File: src/rtl/nn_pkg.sv
// Shared constants, types and width helpers for the 4x4 perceptron.
// NN_SIGNED_EN selects two's-complement operands; default build is unsigned.
package nn_pkg;

    localparam int N_NEURONS = 4;
    localparam int N_INPUTS  = 4;
    localparam int DW        = 8;
    localparam int ACC_W     = 19;
    localparam int PW        = 2 * DW;

    // Parameter stream per neuron: threshold, bias, then one weight per input
    localparam int P_PER_NEURON = N_INPUTS + 2;
    localparam int P_BYTES      = N_NEURONS * P_PER_NEURON;

    typedef logic [DW-1:0]    byte_t;
    typedef logic [PW-1:0]    prod_t;
    typedef logic [ACC_W-1:0] acc_t;

    typedef enum logic [1:0] {
        LOAD_X  = 2'd0,
        LOAD_P  = 2'd1,
        COMPUTE = 2'd2,
        DONE    = 2'd3
    } state_t;

    // Widen an operand to accumulator width, sign- or zero-extending per build
    function automatic acc_t ext_byte(input byte_t v);
`ifdef NN_SIGNED_EN
        return {{(ACC_W-DW){v[DW-1]}}, v};
`else
        return {{(ACC_W-DW){1'b0}}, v};
`endif
    endfunction

    function automatic acc_t ext_prod(input prod_t v);
`ifdef NN_SIGNED_EN
        return {{(ACC_W-PW){v[PW-1]}}, v};
`else
        return {{(ACC_W-PW){1'b0}}, v};
`endif
    endfunction

endpackage

File: src/rtl/nn_neuron.sv
// Combinational neuron: fire = (b + sum w_i*x_i) > th, strict compare.
// Signedness follows NN_SIGNED_EN.
module nn_neuron
    import nn_pkg::*;
(
    input  byte_t x [N_INPUTS],
    input  byte_t w [N_INPUTS],
    input  byte_t b,
    input  byte_t th,
    output logic  fire
);

    prod_t prod [N_INPUTS];
    acc_t  acc;
    acc_t  th_ext;

    // Full-width products of extended operands; the low PW bits are exact
    generate
        for (genvar gi = 0; gi < N_INPUTS; gi++) begin : g_prod
`ifdef NN_SIGNED_EN
            assign prod[gi] = {{DW{w[gi][DW-1]}}, w[gi]} * {{DW{x[gi][DW-1]}}, x[gi]};
`else
            assign prod[gi] = {{DW{1'b0}}, w[gi]} * {{DW{1'b0}}, x[gi]};
`endif
        end
    endgenerate

    always_comb begin
        acc = ext_byte(b);
        for (int i = 0; i < N_INPUTS; i++) begin
            acc = acc + ext_prod(prod[i]);
        end
    end

    assign th_ext = ext_byte(th);

`ifdef NN_SIGNED_EN
    assign fire = $signed(acc) > $signed(th_ext);
`else
    assign fire = acc > th_ext;
`endif

endmodule

File: src/rtl/neural_network.sv
// 4-neuron, 4-input perceptron loaded byte-serially; FSM, shift registers, output register.
// Build option NN_SIGNED_EN switches all operands to two's complement.
module neural_network
    import nn_pkg::*;
(
    input  logic        clk,
    input  logic        reset,
    input  logic        changes,
    input  logic [7:0]  data_in,
    output logic [7:0]  network_outputs
);

    state_t                   state_reg;
    logic                     changes_q_reg;
    logic [N_INPUTS*DW-1:0]   x_sr_reg;
    logic [P_BYTES*DW-1:0]    p_sr_reg;
    logic                     chg_rise;
    logic [N_NEURONS-1:0]     fire;

    byte_t x_vec  [N_INPUTS];
    byte_t w_vec  [N_NEURONS][N_INPUTS];
    byte_t b_vec  [N_NEURONS];
    byte_t th_vec [N_NEURONS];

    assign chg_rise = changes & ~changes_q_reg;

    // Newest byte sits in the low lane, so x0 and w_00 land at byte 0
    generate
        for (genvar gi = 0; gi < N_INPUTS; gi++) begin : g_x
            assign x_vec[gi] = x_sr_reg[gi*DW +: DW];
        end
        for (genvar gi = 0; gi < N_NEURONS; gi++) begin : g_neuron
            localparam int BASE = gi * P_PER_NEURON;
            for (genvar gk = 0; gk < N_INPUTS; gk++) begin : g_w
                assign w_vec[gi][gk] = p_sr_reg[(BASE+gk)*DW +: DW];
            end
            assign b_vec[gi]  = p_sr_reg[(BASE+N_INPUTS)*DW +: DW];
            assign th_vec[gi] = p_sr_reg[(BASE+N_INPUTS+1)*DW +: DW];

            nn_neuron u_neuron (
                .x    (x_vec),
                .w    (w_vec[gi]),
                .b    (b_vec[gi]),
                .th   (th_vec[gi]),
                .fire (fire[gi])
            );
        end
    endgenerate

    always_ff @(posedge clk or posedge reset) begin
        if (reset) begin
            state_reg       <= LOAD_X;
            changes_q_reg   <= 1'b0;
            x_sr_reg        <= '0;
            p_sr_reg        <= '0;
            network_outputs <= '0;
        end else begin
            changes_q_reg <= changes;
            case (state_reg)
                LOAD_X: begin
                    if (chg_rise)
                        state_reg <= LOAD_P;
                    else if (!changes)
                        x_sr_reg <= {x_sr_reg[(N_INPUTS-1)*DW-1:0], data_in};
                end
                LOAD_P: begin
                    if (chg_rise)
                        state_reg <= COMPUTE;
                    else if (!changes)
                        p_sr_reg <= {p_sr_reg[(P_BYTES-1)*DW-1:0], data_in};
                end
                COMPUTE: begin
                    network_outputs <= {{(8-N_NEURONS){1'b0}}, fire};
                    state_reg       <= DONE;
                end
                DONE: begin
                    // Shift registers keep their contents across a reload
                    if (chg_rise)
                        state_reg <= LOAD_X;
                end
                default: state_reg <= LOAD_X;
            endcase
        end
    end

endmodule

File: config.mk
export PLATFORM = sky130hd
export DESIGN_NAME = neural_network
export DESIGN_NICKNAME = d
export VERILOG_FILES = /design/src/rtl/nn_pkg.sv /design/src/rtl/nn_neuron.sv /design/src/rtl/neural_network.sv
export SDC_FILE = /design/constraint.sdc
export NUM_CORES = 2
export LEC_CHECK = 0
export ABC_CLOCK_PERIOD_IN_PS = 16200
export CORE_AREA = 10 10 338 340
export CTS_BUF_LIST = sky130_fd_sc_hd__clkbuf_4
export DETAILED_ROUTE_END_ITERATION = 8
export DIE_AREA = 0 0 348 350
export GPL_ROUTABILITY_DRIVEN = 1
export HOLD_SLACK_MARGIN = 0.1
export PLACE_DENSITY = 0.69
export SYNTH_ARGS = -nofsm -noshare
export SYNTH_HDL_FRONTEND = slang
export SYNTH_SLANG_ARGS = --single-unit
export TNS_END_PERCENT = 10
File: constraint.sdc
create_clock -name clk -period 16.2 [get_ports clk]
set_clock_uncertainty 0.05 [all_clocks]
set_input_delay 4.05 -clock clk [delete_from_list [all_inputs] [get_ports clk]]
set_output_delay 4.05 -clock clk [all_outputs]
set_load 0.03 [all_outputs]
After elaboration in Yosys (flattened, before gate mapping)
Cells that the tools add are included.

word-level totals
  logic and storage cells = 59
  output and inout port bits = 8
  input bits = 11
  register bits = 231

operators by class
  multiply operators = 16
  mux-type cells = 4
  $add $sub $neg = 16
  bitwise gates (word level) = 4
  reductions and logical operators = 4
  $lt $le $gt $ge = 4
  eq/ne operators = 6

operator list
  operator                                                                number
  8-bit by 8-bit multiplier with 16-bit output                            16
  19-bit by 16-bit adder with 19-bit output                               12
  19-bit by 8-bit > comparator with 1-bit output                          4
  8-bit by 16-bit adder with 17-bit output                                4
  3-bit AND reduction                                                     3
  2-bit one-hot mux with 4 select lines                                   1
  2-bit 2-to-1 mux                                                        3
  2-bit inequality test (second input constant)                           3
  2-bit equality test (second input constant)                             2
  1-bit inverter                                                          3
  2-bit by 1-bit equality test with 1-bit output (second input constant)  1
  2-bit zero test                                                         1
  1-bit bitwise AND                                                       1

Logic depth before layout (Yosys ltp)
  word-level depth = 6
  gate-level depth with buffers = 37
  mapped depth without buffers = 34

Modules after synthesis
Synthesis repeated with hierarchy kept, for this count alone.

unflattened totals
  cell total of the unflattened synthesis = 4830
  area, all modules = 48266.3 µm²

by module, submodules not included
  module                                cells each  times used  area an instance (µm²)
  nn_neuron (g_neuron[1].u_neuron ...)  1083        2           9694.3
  nn_neuron (g_neuron[0].u_neuron)      1082        1           9706.8
  nn_neuron (g_neuron[3].u_neuron)      1077        1           9685.5
  neural_network                        505         1           9485.3

Least setup slack after synthesis
OpenSTA, ideal clock, no wires.

  path kind = register -> register
  from = register x_sr_reg[1]
  to = register network_outputs[1]
  slack = 8167 ps
  clock period less this slack = 8033 ps
  buffers on the path = 3
  data arrival time = 7852 ps
  setup time = 131 ps
  stages on the path, launching flop included = 34
  cells stage by stage = dfrtp_1 > clkbuf_1 > clkbuf_1 > nand2_1 > fa_1 > inv_1 > fa_1 > inv_1 > fa_1 > fa_1 > inv_1 > ha_1 > o21a_1 > o21ai_1 > nand2b_1 > a31o_1 > a21oi_1 > xnor2_1 > ha_1 > fa_1 > inv_1 > fa_1 > fa_1 > inv_1 > ha_1 > clkbuf_1 > nor3b_1 > a2111o_1 > a211oi_1 > o2111ai_1 > a2111oi_0 > nand4_1 > nor4_1 > a31oi_1

between the ends
  longest elaborated chain between the ends = 6

ends and longest elaborated chain
  element                                                 line                  text
  start: declaration                                      neural_network.sv:15  logic [N_INPUTS*DW-1:0] x_sr_reg;
  start signal: assignment                                neural_network.sv:64  x_sr_reg <= {x_sr_reg[(N_INPUTS-1)*DW-1:0], data_in};
  8-bit by 8-bit multiplier with 16-bit output            nn_neuron.sv:23       assign prod[gi] = {{DW{1'b0}}, w[gi]} * {{DW{1'b0}}, x[gi]};
  8-bit by 16-bit adder with 17-bit output                nn_neuron.sv:31       acc = acc + ext_prod(prod[i]);
  19-bit by 16-bit adder with 19-bit output (3 in a row)  nn_neuron.sv:31
  19-bit by 8-bit > comparator with 1-bit output          nn_neuron.sv:40       assign fire = acc > th_ext;
  end signal: assignment                                  neural_network.sv:73  network_outputs <= {{(8-N_NEURONS){1'b0}}, fire};
  end: declaration                                        neural_network.sv:10  output logic [7:0] network_outputs

Every way passes these cells.
A chain may end at the register's enable or synchronous reset.

Worst setup path after layout
  from = register x_sr_reg[1]
  to = register network_outputs[0]

Same word-level chain as after synthesis.

==> results.tsv <==
stage	metric	value	unit
routing	drt-initial-drc-count	1830	
grt	overflow	0	
die	io_pins	19	
run_status	run_status	completed	
setup_path	arrival	9.77	ns
clock_tree	clock_latency	0.84	ns
finish	layout-drive-gt1-share	6.71	%
yosys	ys_seq_area_share	12.0	%
grt	grt.met3_usage	3.65	%
yosys	synth_area	48100	um2
timing	setup_viol	0	
finish	largest_register_ffs	192	
yosys	synth_edf_count	0	
yosys	synth_most_common_cell	inv_1	
clock_tree	cts_resized	0	
setup_path	slowest_delay	0.73	ns
timing	worst_pin_slew	1.02	ns
grt	antenna_found_initial	7	
clock_tree	numCtsBuffers	72	
finish	syn_to_final_growth	4.68	%
timing	slew_headroom	31.8	%
placed_design	dp_hpwl	93.4	mm
placed_design	gp_congestion	0.885	
timing	period_share	56.4	%
setup_path	critPathTopFamily	adder cells	
grt	top_usage_layer	met2	
clock_tree	root_buffer	clkbuf_4	
job	max-cap-violations	0	
timing	tns	0	ns
clock_tree	post-cts-setup-buffers	0	
routing	routed_wl	116	mm
routing	ant_nets	0	
clock_tree	clkTransAtPathRegs	0.06	ns
timing	grt_setup_unrepaired	no	
routing	wl_per_cell	18.0	um
clock_tree	hold_buffers	0	
routing	dr.pass1.iters	6	
min_path	min_path_type	reg -> reg	
setup_path	startpoint_type	flip-flop	
clock_tree	clockBufferDepth	3	
grt	grtUsageMet2	33.3	%
die	initial_core_util	44.6	%
die	dieHeight	350	um
timing	finalHoldViolCount	0	
yosys	synth_common_cells	inv_1, fa_1, and2_1, ha_1, nand2_1	
setup_path	critPathRequiredTime	16.83	ns
die	core	108000	um2
setup_path	end_kind	flip-flop	
yosys	yosysTopAreaCell	fa_1	
placed_design	dp.cells	6312	
timing	max_freq	109	MHz
routing	via_count	33200	
yosys	ys_types	71	
setup_path	critical_path.max_fanout	18	
yosys	synth_area_leaders	fa_1, ha_1, dfrtp_1, inv_1, and2_1	
clock_tree	cts_tree	built	
yosys	synth_top_area_share	36.6	%
setup_path	crit_slowest_cell	dfrtp_1	
yosys	yosysWarningCount	0	
routing	drc	0	
yosys	synth_cells	5066	
yosys	ys_seq_elements	231	
yosys	async_flop_share	100	%
die	dieWidth	348	um
die	rows	121	
setup_path	crit_buf_inv	6	
grt	grt_pass1_wl	191	mm
grt	use_met1	24.9	%
finish	stdcell_count	6435	
setup_path	critPathKind	reg -> reg	
clock_tree	ctsHtreeMaxLevel	3	
setup_path	cpMostUsedCell	fa_1	
timing	period_needed	9.14	ns
yosys	postSynthAreaPerCell	9.50	um2
placed_design	io_buffers	14	
clock_tree	clock_sinks	231	
grt	grt_max_degree	91	
grt	first_global_vias	35800	
grt	grt_usage	19.7	%
die	die-area	122000	um2
timing	drv_slew	0	
yosys	ys.flop_type	dfrtp_1	
finish	layout.nets	6475	
routing	viasPerCell	5.16	
## cells in the final DEF, fill, tap and decap left out, types with 8 or more instances in the layout
cell             netlist  final
nand3_1               18     18
nand4_1               15     15
mux2_2               183    183
mux2i_1               10     10
o21ai_0               78     78
a211oi_1               8      8
nor2b_1               20     20
fa_1                 880    880
or3_1                 10     10
ha_1                 612    612
a31oi_1                9      9
nor3_1                35     35
xor2_1                14     14
clkdlybuf4s50_1        0     14
o21ai_1               17     17
inv_1               1215   1214
xnor2_1               58     58
clkbuf_4               0     92
buf_4                  4     41
and2_1               624    624
nand2b_1              12     11
clkinv_1               0     18
a21o_1                25     25
dfrtp_1              231    231
nor2_1                73     73
nor4_1                11     11
o21a_1                12     12
a21oi_1               80     80
and3_1                 9      9
nand2_1              481    481
## tightest hold or removal path: stages (launching register included)
cell	delay (ns)
dfrtp_1	0.34
nand2_1	0.05
o21ai_0	0.06
## area by class of cell
| class | instances | area [um2] |
|---|---|---|
| inverter | 1215 | 4570 |
| sequential | 231 | 5780 |
| clock buffer | 92 | 691 |
| antenna | 2 | 5.00 |
| timing repair buffer | 55 | 448 |
| tap | 1414 | 1770 |
| clock inverter | 29 | 176 |
| fill | 10200 | 57400 |
| multi-input combinational | 3397 | 36900 |
## cell families after synthesis
kind of cell | share of synthesized area, %
DFF | 12.0
adders and majority gates | 52.5
and+or+nand+nor | 14.3
buffers and inverters | 11.3
other | 0.00780
xor gates and xnor gates | 1.31
AOI/OAI and AO/OA | 4.07
muxes | 4.49
## stage by stage
stage          setup slack, ns  instance area [um2]  utilization [%]  hold slack, ns
2_1_floorplan             5.77                48100                -           0.400
6_report                  7.06                50400             46.7           0.435
4_1_cts                   7.11                50400             46.7           0.435
5_1_grt                   6.71                50400             46.7           0.458
3_5_place_dp              7.18                49500             45.9           0.421
3_3_place_gp              7.33                49500             45.9           0.413
## layer usage
layer / part of all wire (%) / routed length [um] / vias up
met2: 48 / 55800 / 862
met4: 4.0 / 4630 / 4
met3: 6.4 / 7350 / 229
met5: 0.029 / 34 / -
met1: 41 / 47800 / 17000
li1: - / - / 15100
## path summary, 6_finish.rpt
path	cells after the start	startpoint	to	slack (ns)
worst min register to register	2	p_sr_reg[142]$_DFFE_PP0P_	p_sr_reg[142]$_DFFE_PP0P_	0.43
max in group asynchronous	3	reset	p_sr_reg[89]$_DFFE_PP0P_	10.85
worst max-delay path	31	x_sr_reg[1]$_DFFE_PP0P_	network_outputs[0]$_DFFE_PP0P_	7.06
worst min-delay path	2	p_sr_reg[142]$_DFFE_PP0P_	p_sr_reg[142]$_DFFE_PP0P_	0.43
worst max register to register	31	x_sr_reg[1]$_DFFE_PP0P_	network_outputs[0]$_DFFE_PP0P_	7.06
min in group asynchronous	2	reset	p_sr_reg[29]$_DFFE_PP0P_	3.68
Power is not shown: default switching activity piles up to over one toggle a cycle in this logic, so the estimate is an artifact.
==> edit: new RTL, same settings <==
Encoding of `state_t`: now one-hot (4 bits for 4 states).
--- a/src/rtl/nn_pkg.sv
+++ b/src/rtl/nn_pkg.sv
@@ -17,9 +17,9 @@
     typedef logic [ACC_W-1:0] acc_t;
 
-    typedef enum logic [1:0] {
-        LOAD_X  = 2'd0,
-        LOAD_P  = 2'd1,
-        COMPUTE = 2'd2,
-        DONE    = 2'd3
+    typedef enum logic [3:0] {
+        LOAD_X  = 4'b0001,
+        LOAD_P  = 4'b0010,
+        COMPUTE = 4'b0100,
+        DONE    = 4'b1000
     } state_t;
 
Behaviour: same outputs for any inputs over 4 cycles, from zero or initial values and one cycle with reset high; so few cycles prove little.
==> edit against the unedited design <==
- sequential share of layout area up 0.057 points
- area after synthesis up 0.38%
- cell area up 0.41%
- worst setup slack better by 0.38 ns
- global-route usage up 0.21 points
- wire length up 0.83%
- sequential cell count up 2
- via count up 0.72%
Power is left out: the tool's default activity adds up to more than one toggle a clock period on the data nets, which glitch-free logic cannot reach.
==> edit: results (changes against the unedited design) <==
* Share of layout cells above drive strength 1 at 5.43% (-1.3 points)
* Gr usage total at 19.9% (+0.21 points)
* Hold slack at 0.419 ns (-0.0160 ns)
* Clock Pin Slew Worst Setup and Hold Paths at 0.06 ns (about the same)
* Largest net degree at the start of global routing at 165 (+81%)
* CTS root buffer: clkbuf_4
* Filler instances at 10.2k (-0.64%)
* DR vias/cell at 5.17 (about the same)
* DP Cell Count at 6346 (+0.54%)
* Post-Syn Area per Cell at 9.46 um2 (-0.37%)
* Skew-Pair Late Insertion Delay at 0.86 ns (+0.02 ns)
* Async set-reset flop share out of synthesis at 100% (unchanged)
* R2R setup slack at 7.44 ns (+0.38 ns)
* R2R cell count at 28 (-9.7%)
* Max_slew headroom at 26.8% (-5.0 points)
* Hold path cells at 1 (-1)
* R2R Path Start: x_sr_reg[4]$_DFFE_PP0P_
* Post_cts resized at 0 (unchanged)
* Worst min-delay path startpoint: p_sr_reg[94]$_DFFE_PP0P_
* DP Area at 0.0496 mm2 (+0.27%)
* Layout area overhead at 4.71% (about the same)
* Pre-antenna DRT Iters at 6 (unchanged)
* Reg2Reg Capture Point: network_outputs[2]$_DFFE_PP0P_
* Post-CTS setup buffer count at 0 (unchanged)
* Vias in the first global route at 36.4k (+1.7%)
* Post-layout min period at 8.76 ns (-0.380 ns)
* Post-synthesis sequential area ratio at 12.1% (+0.061 points)
* Synth Flop Type: dfrtp_1
* CP peak stage delay at 0.68 ns (-0.05 ns)
* Netlist cell types at 73 (+2.8%)
* Placer congestion estimate at 0.889 (+0.54%)
* DR WL/cell at 18.0 um (+0.16%)
* 1st-iter DRT viols at 1830 (unchanged)
* Crit path DAT at 9.39 ns (-0.38 ns)
* Largest register FFs at 192 (unchanged)
* Crit path launch type: flip-flop
* Worst slack at placement at 7.46 ns (+0.282 ns)
* TritonCTS Buffers at 76 (+5.6%)
* First-pass GRT wire length at 194 mm (+1.9%)
* Synth cell count leaders: 1206 x inv_1, 880 x fa_1, 624 x and2_1, 608 x ha_1, 503 x nand2_1
* Hold WC Path Type: flip-flop to flip-flop
* Crit-path max FO at 18 (unchanged)
* Area contributors post-synth: fa_1 36%, ha_1 16%, dfrtp_1 12%
* Final nets at 6509 (+0.53%)
* Number of antenna violations at the first check in global routing at 8 (+1)
* Setup TNS at 0 ns (unchanged)
* Syn. warnings at 0 (unchanged)
* Worst setup path end: network_outputs[2]$_DFFE_PP0P_
* Via Count at 33.5k (+0.72%)
* Status: completed
* WHS Endpoint: p_sr_reg[102]$_DFFE_PP0P_
* Maximum buffer depth of the clock tree at 3 (unchanged)
* Post-DP HPWL at 93.0 mm (-0.43%)
* H-Tree Depth at 3 (unchanged)
* Crit-path leading delay family: adder cells
edit: area by class of cell:
cell class / count / area share [%]
inverters: 1206 / 8.97
well taps: 1414 / 3.50
clock buffers: 96 / 1.43
multi-input cells: 3439 / 73.2
clock inverters: 32 / 0.421
flip-flops and latches: 233 / 11.5
diodes: 4 / 0.0198
repair buffers: 54 / 0.896
edit: kinds of logic after synthesis:
family                     after synthesis  share of synthesized area [%]
DFF                                    233                           12.1
and+or+nand+nor                       1346                           14.4
buffers and inverters                 1435                           11.3
other                                    1                        0.00777
adders and majority gates             1488                           52.2
muxes                                  185                           4.29
AOI/OAI and AO/OA                      355                           4.61
xor gates and xnor gates                61                           1.11
edit: layer usage:
metal | share of wire (%) | routed length (um) | track usage (%)
met1 | 42 | 48400 | 25.4
met2 | 50 | 58000 | 34.8
met3 | 5.6 | 6550 | 2.49
met4 | 3.2 | 3690 | 6.44
met5 | 0.011 | 13 | 0
